==> src/rtl/seg_pkg.sv <==
// seg_pkg: shared scan FSM encoding and display-off constants
package seg_pkg;
  typedef enum logic {DRIVE, GUARD} state_t;
  localparam logic [6:0] SEG_OFF = 7'h7F;
  localparam logic [3:0] AN_OFF = 4'hF;
endpackage

==> src/rtl/seg_scan_ctrl_if.sv <==
// seg_scan_ctrl_if: display data/control inputs and multiplexed drive outputs
interface seg_scan_ctrl_if;
  logic [15:0] value;
  logic load;
  logic [3:0] blank;
  logic [3:0] blink_en;
  logic [3:0] dp;
  logic [3:0] an;
  logic [6:0] seg;
  logic dp_n;
  logic pending;
  logic frame_done;
  modport master (output value, load, blank, blink_en, dp, input an, seg, dp_n, pending, frame_done);
  modport slave (input value, load, blank, blink_en, dp, output an, seg, dp_n, pending, frame_done);
endinterface

==> src/rtl/bcd_to_7seg.sv <==
// bcd_to_7seg: hex nibble to active-low {g,f,e,d,c,b,a} glyph
module bcd_to_7seg (
  input  logic [3:0] nib,
  output logic [6:0] seg
);
  always_comb begin
    seg = 7'h7F;
    case (nib)
      4'h0: seg = 7'h40;
      4'h1: seg = 7'h79;
      4'h2: seg = 7'h24;
      4'h3: seg = 7'h30;
      4'h4: seg = 7'h19;
      4'h5: seg = 7'h12;
      4'h6: seg = 7'h02;
      4'h7: seg = 7'h78;
      4'h8: seg = 7'h00;
      4'h9: seg = 7'h10;
      4'hA: seg = 7'h08;
      4'hB: seg = 7'h03;
      4'hC: seg = 7'h46;
      4'hD: seg = 7'h21;
      4'hE: seg = 7'h06;
      4'hF: seg = 7'h0E;
      default: seg = 7'h7F;
    endcase
  end
endmodule

==> src/rtl/seg_scan_ctrl.sv <==
// seg_scan_ctrl: 4-digit 7-segment scanner with guard gaps, blink and tear-free frame updates
module seg_scan_ctrl
  import seg_pkg::*;
#(
  parameter int REFRESH_DIV = 100000,
  parameter int GUARD_CYC = 1000,
  parameter int BLINK_FRAMES = 125
) (
  input logic clk,
  input logic rst_n,
  seg_scan_ctrl_if.slave bus
);
  localparam int CW = $clog2(REFRESH_DIV > GUARD_CYC ? REFRESH_DIV : GUARD_CYC) + 1;
  localparam int FW = $clog2(BLINK_FRAMES) + 1;
  state_t st, st_nx;
  logic [1:0] idx, idx_nx;
  logic [CW-1:0] cnt, cnt_nx;
  logic [FW-1:0] fcnt;
  logic primed, phase, pending, fd, frame_end, blink_now, dark, dp_q;
  logic [15:0] shadow, active, disp;
  logic [3:0] nib, an_q;
  logic [6:0] glyph, seg_q;
  always_comb begin
    st_nx = st;
    idx_nx = idx;
    cnt_nx = cnt + 1'b1;
    if (st == DRIVE && cnt == CW'(REFRESH_DIV - 1)) begin
      st_nx = GUARD;
      cnt_nx = '0;
    end else if (st == GUARD && cnt == CW'(GUARD_CYC - 1)) begin
      st_nx = DRIVE;
      cnt_nx = '0;
      idx_nx = idx + 2'd1;
    end
  end
  // the guard right after reset is not a real frame end, so primed masks it
  assign frame_end = st == GUARD && idx == 2'd3 && cnt == CW'(GUARD_CYC - 1) && primed;
  // digit 0 of a new frame is decoded on the transfer edge, so bypass the pending shadow/phase
  assign disp = fd && pending ? shadow : active;
  assign blink_now = phase ^ (fd && fcnt == FW'(BLINK_FRAMES - 1));
  assign nib = disp[{idx, 2'b00} +: 4];
  assign dark = st == GUARD || bus.blank[idx] || (bus.blink_en[idx] && blink_now);
  bcd_to_7seg u_dec (.nib(nib), .seg(glyph));
  always_ff @(posedge clk) begin
    if (!rst_n) begin
      st <= GUARD;
      idx <= 2'd3;
      cnt <= '0;
      fcnt <= '0;
      primed <= 1'b0;
      phase <= 1'b0;
      pending <= 1'b0;
      fd <= 1'b0;
      shadow <= '0;
      active <= '0;
      an_q <= AN_OFF;
      seg_q <= SEG_OFF;
      dp_q <= 1'b1;
    end else begin
      st <= st_nx;
      idx <= idx_nx;
      cnt <= cnt_nx;
      primed <= primed | (st == DRIVE);
      fd <= frame_end;
      if (fd && pending) active <= shadow;
      if (bus.load) shadow <= bus.value;
      pending <= bus.load | (pending & ~fd);
      if (fd) begin
        fcnt <= fcnt == FW'(BLINK_FRAMES - 1) ? '0 : fcnt + 1'b1;
        phase <= blink_now;
      end
      an_q <= st == DRIVE ? ~(4'b0001 << idx) : AN_OFF;
      seg_q <= dark ? SEG_OFF : glyph;
      dp_q <= dark | ~bus.dp[idx];
    end
  end
  assign bus.an = an_q;
  assign bus.seg = seg_q;
  assign bus.dp_n = dp_q;
  assign bus.pending = pending;
  assign bus.frame_done = fd;
endmodule

==> src/flat_wrapper.sv <==
// flat-port wrapper written by rule: the top's interface ports become plain ports
module seg_scan_ctrl_flat import seg_pkg::*;
#(
  parameter int REFRESH_DIV = 100000,
  parameter int GUARD_CYC = 1000,
  parameter int BLINK_FRAMES = 125
)
  (clk, rst_n, bus_value, bus_load, bus_blank, bus_blink_en, bus_dp, bus_an, bus_seg, bus_dp_n, bus_pending, bus_frame_done);
  seg_scan_ctrl_if bus_i ();
  input logic clk;
  input logic rst_n;
  input wire logic [$bits(bus_i.value)-1:0] bus_value;
  input wire logic [$bits(bus_i.load)-1:0] bus_load;
  input wire logic [$bits(bus_i.blank)-1:0] bus_blank;
  input wire logic [$bits(bus_i.blink_en)-1:0] bus_blink_en;
  input wire logic [$bits(bus_i.dp)-1:0] bus_dp;
  output wire logic [$bits(bus_i.an)-1:0] bus_an;
  output wire logic [$bits(bus_i.seg)-1:0] bus_seg;
  output wire logic [$bits(bus_i.dp_n)-1:0] bus_dp_n;
  output wire logic [$bits(bus_i.pending)-1:0] bus_pending;
  output wire logic [$bits(bus_i.frame_done)-1:0] bus_frame_done;
  assign bus_i.value = bus_value;
  assign bus_i.load = bus_load;
  assign bus_i.blank = bus_blank;
  assign bus_i.blink_en = bus_blink_en;
  assign bus_i.dp = bus_dp;
  assign bus_an = bus_i.an;
  assign bus_seg = bus_i.seg;
  assign bus_dp_n = bus_i.dp_n;
  assign bus_pending = bus_i.pending;
  assign bus_frame_done = bus_i.frame_done;
  seg_scan_ctrl #(.REFRESH_DIV(REFRESH_DIV), .GUARD_CYC(GUARD_CYC), .BLINK_FRAMES(BLINK_FRAMES)) u_core (.clk(clk), .rst_n(rst_n), .bus(bus_i));
endmodule
==> config.mk <==
export PLATFORM = sky130hd
export DESIGN_NAME = seg_scan_ctrl_flat
export DESIGN_NICKNAME = d
export VERILOG_FILES = /design/src/rtl/seg_pkg.sv /design/src/rtl/seg_scan_ctrl_if.sv /design/src/rtl/bcd_to_7seg.sv /design/src/rtl/seg_scan_ctrl.sv /design/src/flat_wrapper.sv
export SDC_FILE = /design/constraint.sdc
export NUM_CORES = 1
export LEC_CHECK = 0
export CAP_MARGIN = 0
export CORE_MARGIN = 8
export CORE_UTILIZATION = 39
export DETAILED_ROUTE_END_ITERATION = 10
export GPL_TIMING_DRIVEN = 1
export PLACE_DENSITY_LB_ADDON = 0.05
export SYNTH_ARGS = -nofsm -noshare
export SYNTH_HDL_FRONTEND = slang
export SYNTH_SLANG_ARGS = --single-unit
==> constraint.sdc <==
create_clock -name clk -period 2.4 [get_ports clk]
set_clock_uncertainty 0.1 [all_clocks]
set_input_delay 0.48 -clock clk [delete_from_list [all_inputs] [get_ports clk]]
set_output_delay 0.48 -clock clk [all_outputs]
set_load 0.02 [all_outputs]
Word level (Yosys, flattened, before mapping)
Memories as Yosys holds them, arrays and structs flattened. A register that Yosys moved wholly into a read port is not among the register bits.
Index checks and enable logic that the tools add are counted.
{"block": "op_classes", "add_sub_neg": 3, "shift": 2, "n_reduce_logical": 15, "n_mux": 8, "magnitude_cmp": 1, "eq_ne": 4, "bitwise": 11}
{"operator": "18-bit by 1-bit adder with 18-bit output, second input constant", "n": 1}
{"operator": "18-bit by 10-bit equality test with 1-bit output, second input constant", "n": 1}
{"operator": "18-bit by 17-bit equality test with 1-bit output, second input constant", "n": 1}
{"operator": "16-bit 2-to-1 mux", "n": 1}
{"operator": "16-bit by 5-bit indexed part select with 4-bit output", "n": 1}
{"operator": "8-bit by 1-bit adder with 8-bit output, second input constant", "n": 1}
{"operator": "8-bit by 7-bit equality test with 1-bit output, second input constant", "n": 1}
{"operator": "1-bit logical AND", "n": 8}
{"operator": "8-bit 2-to-1 mux", "n": 1}
{"operator": "1-bit binary-select mux with 2-bit select", "n": 3}
{"operator": "2-bit OR reduction", "n": 3}
{"operator": "1-bit inverter", "n": 5}
{"operator": "4-bit inverter", "n": 1}
{"operator": "1-bit by 2-bit << shifter with 4-bit output, first input constant", "n": 1}
{"operator": "2-bit by 3-bit less-than comparator with 1-bit output, second input constant", "n": 1}
{"operator": "1-bit 2-to-1 mux", "n": 3}
{"operator": "1-bit OR", "n": 3}
{"operator": "3-bit OR reduction", "n": 1}
{"operator": "2-bit by 1-bit adder with 2-bit output, second input constant", "n": 1}
{"operator": "2-bit equality test, second input constant", "n": 1}
{"operator": "1-bit logical OR", "n": 2}
{"operator": "2-bit AND reduction", "n": 1}
{"operator": "1-bit AND", "n": 1}
{"operator": "1-bit bitwise XOR", "n": 1}
{"block": "word_totals", "word_cells": 57, "rom_bits": 112, "mem_count": 1, "inputBits": 31, "reg_bits": 70}
{"memory": "(name not given)", "depth": 16, "width": 7, "read_ports": 1, "rd_ports_with_merged_regs": 1, "write_ports": 0, "line": "bcd_to_7seg.sv:8", "source": "case (nib)"}

Longest topological paths before layout
Gate-level depths: netlist of run 1.
{"block": "logic_depth", "depth_word": 6, "mapped_depth": 10, "ltp_nobuf": 9}

Hierarchy
From an unflattened synthesis of run 1, not the netlist that was laid out.
{"block": "unflattened", "cells_unflattened": 366, "hier_area_um2": 3603.5}
{"module": "seg_scan_ctrl", "area_per_inst_um2": 3328.2, "cells_each": 334, "seq_area_each_um2": 1541.5, "n_inst": 1}
{"module": "bcd_to_7seg", "area_per_inst_um2": 275.3, "cells_each": 32, "seq_area_each_um2": 0.0, "n_inst": 1}

Worst setup path after synthesis of run 1
No wires, ideal clock.
{"block": "synth_path", "kind": "register -> register", "start": "register u_core.pending (netlist: u_core.bus.pending)", "end": "register u_core.seg_q[2] (netlist: u_core.bus.seg[2])", "path_slack_ns": 0.017, "arrival_time_ns": 2.161, "synth_period_minus_slack_ns": 2.383, "stages_incl_launch_ff": 9, "required_time_ns": 2.178, "setup_time_ns": 0.122, "path_cell_list": "dfxtp_1 > nand2_2 > buf_12 > mux2i_1 > mux4_2 > inv_1 > ha_1 > nor3_1 > a311o_1"}
{"block": "synth_between", "elab_chain_len": 3}
{"item": "from (decl)", "line": "seg_scan_ctrl.sv:19", "source": "logic primed, phase, pending, fd, frame_end, blink_now, dark, dp_q;"}
{"item": "from (signal assigned)", "line": "seg_scan_ctrl.sv:67", "source": "pending <= bus.load | (pending & ~fd);"}
{"item": "1-bit logical AND", "line": "seg_scan_ctrl.sv:39", "source": "assign disp = fd && pending ? shadow : active;"}
{"item": "16-bit 2-to-1 mux", "line": "seg_scan_ctrl.sv:39"}
{"item": "16-bit by 5-bit indexed part select with 4-bit output", "line": "seg_scan_ctrl.sv:41", "source": "assign nib = disp[{idx, 2'b00} +: 4];"}
{"item": "to (decl)", "line": "seg_scan_ctrl.sv:22", "source": "logic [6:0] glyph, seg_q;"}
No other way between the ends.
A chain may end at the register's enable or synchronous reset.

Worst setup path after layout of run 1
{"block": "layout_path", "start": "register u_core.fd (netlist: u_core.bus.frame_done)", "end": "register u_core.seg_q[4] (netlist: u_core.bus.seg[4])"}
{"block": "layout_between", "elab_chain_len": 5, "word_cells_on_any_way": 8, "cone_classes": "1 x shift; 1 x mux; 1 x bitwise; 5 x reduce/logical"}
{"item": "from (decl)", "line": "seg_scan_ctrl.sv:19"}
{"item": "from (signal assigned)", "line": "seg_scan_ctrl.sv:64", "source": "fd <= frame_end;"}
{"item": "branches (longest 5 deep; another with 16-bit 2-to-1 mux)"}
Several ways; the timed one is not identified.

==> run summary, run 1 <==
first-pass detailed-route iteration total -> 4
Mapped Cells -> 341
post-CTS resize count -> 0
most common cell after layout, fill and taps aside -> dfxtp_1
min-delay worst type -> reg2reg
initial antenna violation count -> 0
CP endpoint kind -> flip-flop
fmax -> 0.436 GHz
Antenna Cells -> 0
setup bufs post-CTS -> 0
syn_nets -> 385
Final Hold Viols -> 0
Slew @ Worst Pin -> 0.500 ns
setup TNS -> 0 ns
Yosys warnings -> 0
number of flops mapped to enable cells by yosys -> 0
setup ws final -> 0.108 ns
RSZ-0062 raised after global routing -> no
# clock sinks -> 77
Chip Height -> 110 microns
Synth Area per Inst -> 10.1 sq um
count of cell types in the netlist -> 48
min cycle time layout -> 2.29 ns
largest net degree at the start of global routing -> 40
Clock Tree Root -> clkbuf_8
Vias -> 2434
leakage power -> 1.75 nW
first-pass GRT wire length -> 11.7 mm
drt wl/cell -> 14.0 microns
Final period util -> 95.5%
Initial DRC Count -> 71
Arr. time, crit path -> 2.42 ns
Area growth syn-to-layout -> 22.5%
CTS Buf Count -> 9
Worst Path Required -> 2.53 ns
Die X -> 110 microns
Final setup viols -> 0
core footprint -> 0.00864 sq mm
Max VDD drop -> 0.311 mV
# fillers -> 845
status -> finished, final reports clean
most frequent cells in the layout -> dfxtp_1, clkdlybuf4s50_1, nor2_1
DRC viols -> 0
fraction of layout instances using a drive strength above 1 -> 9.85%
final slew viol count -> 0
CTS Hold Buffers Added -> 0
clock slew at reported path FFs -> 0.08 ns
placed wire-length estimate -> 5.28 mm
register area share after synthesis -> 44.7%
flops & latches, synth -> 77
relative slew slack -> 66.4%
largest fanout on the critical path -> 17
grt ovf -> 0
Clock Tree Buf Depth -> 2
Post-synth ARST share -> 0%
Port Buffers -> 44
Clk Latency, worst-skew pair -> 0.35 ns
CTS tree -> built
Top FF cell, synth -> dfxtp_1
Die Footprint -> 0.0121 sq mm
Starting Density -> 39.9%
Worst setup SP type -> flip-flop
number of global-route vias before repair -> 2342
Final #Nets -> 435
GPL Wtd Cong -> 0.752
DRT antenna net count -> 0
Mapped Area -> 0.00345 sq mm
I/O pin total -> 45
Via-to-Cell Ratio -> 4.83
Row Count -> 34
pre-CTS setup slack -> 0.0981 ns
final wirelength -> 7.04 mm
Global Route Usage Sum -> 12.4%
H-tree levels -> 3
max_cap viols -> 0
kind of critical path -> reg2reg
PwrDens -> 593 mW/mm^2
## state kept, by name, indices dropped and copies added (netlist names)
register               cells
u_core.bus.an              4
u_core.cnt                18
u_core.bus.dp_n            1
u_core.fcnt                8
u_core.bus.pending         1
u_core.primed              1
u_core.active             16
u_core.shadow             16
u_core.bus.frame_done      1
u_core.st                  1
u_core.idx                 2
u_core.phase               1
u_core.bus.seg             7
## area by class of cell
type / instances / area [sq um] / share of cell area [%]
sequential: 77 / 1540 / 36.5
clock buffer: 10 / 128 / 3.02
inverter: 13 / 48.8 / 1.16
multi-input combinational: 235 / 1760 / 41.6
clock inverter: 6 / 87.6 / 2.07
tap: 108 / 135 / 3.20
timing repair buffer: 55 / 523 / 12.4
## report_power, final
| part | switching, mW | internal, mW | leakage, nW |
|---|---|---|---|
| registers | 0.0151 | 1.30 | 0.625 |
| logic | 0.0488 | 0.0825 | 1.03 |
| clock network | 0.477 | 0.584 | 0.0985 |
## path summary, 6_finish.rpt
path | from | endpoint | slack [ns] | depth (start not counted)
max | u_core.bus.frame_done$_SDFF_PN0_ | u_core.bus.seg[4]$_SDFF_PP1_ | 0.11 | 6
min | u_core.cnt[0]$_SDFF_PP0_ | u_core.cnt[0]$_SDFF_PP0_ | 0.36 | 1
max reg2reg | u_core.bus.frame_done$_SDFF_PN0_ | u_core.bus.seg[4]$_SDFF_PP1_ | 0.11 | 6
min reg2reg | u_core.cnt[0]$_SDFF_PP0_ | u_core.cnt[0]$_SDFF_PP0_ | 0.36 | 1
## critical path, cell delays in order (launching register included)
cell	delay, ns
dfxtp_1	0.34
buf_4	0.20
a21boi_0	0.25
nor4_1	0.08
or4_4	0.64
nor2b_1	0.20
a221o_1	0.36
## through the flow
stage                     std cells  power, mW  hold WS (ns)  util, %  area, sq um
after global routing            504       2.61         0.378     48.9         4220
after floorplan                 341       1.40         0.317        -         3450
after global placement          488       1.47         0.332     46.3         4000
final                           504       2.50         0.364     48.9         4220
after detailed placement        488       1.48         0.346     46.3         4000
after CTS                       504       2.55         0.359     48.8         4220
## synth_stat cells, types with 6 or more instances
| cell type | instances | share of area, % |
|---|---|---|
| nand2_1 | 21 | 2.3 |
| ha_1 | 13 | 4.7 |
| nor2_1 | 34 | 3.7 |
| clkbuf_1 | 8 | 0.87 |
| dfxtp_1 | 77 | 45 |
| mux4_2 | 6 | 3.9 |
| mux2i_1 | 32 | 9.3 |
| nand4_1 | 9 | 1.6 |
| nor2b_1 | 33 | 6.0 |
| nor4_1 | 6 | 1.1 |
| inv_1 | 12 | 1.3 |
| xnor2_1 | 9 | 2.3 |
| xor2_1 | 16 | 4.1 |
## metal layers
| metal | global-route usage [%] | routed length [microns] | up-vias |
|---|---|---|---|
| met5 | 0 | 0 | - |
| met1 | 17.5 | 3640 | 1106 |
| met4 | 4.63 | 96 | 0 |
| met3 | 4.36 | 507 | 9 |
| li1 | - | - | 1266 |
| met2 | 16.8 | 2800 | 53 |
## cell families after synthesis
logic type / count (synthesis) / synth area share (%)
AO/OA/AOI/OAI: 25 / 5.77
XOR/XNOR: 25 / 6.35
adder cells (fa/ha/maj): 13 / 4.72
buffers and inverters: 29 / 4.39
flip-flops: 77 / 44.7
multiplexers: 38 / 13.2
AND/OR/NAND/NOR: 134 / 20.8
(Power assumes the default switching activity.)
==> inputs of run 2 (changes only) <==
Settings changed: TNS_END_PERCENT set to 50.
==> results of run 2 <==
Same layout as run 1: the final DEF is identical, and so are final timing and power.
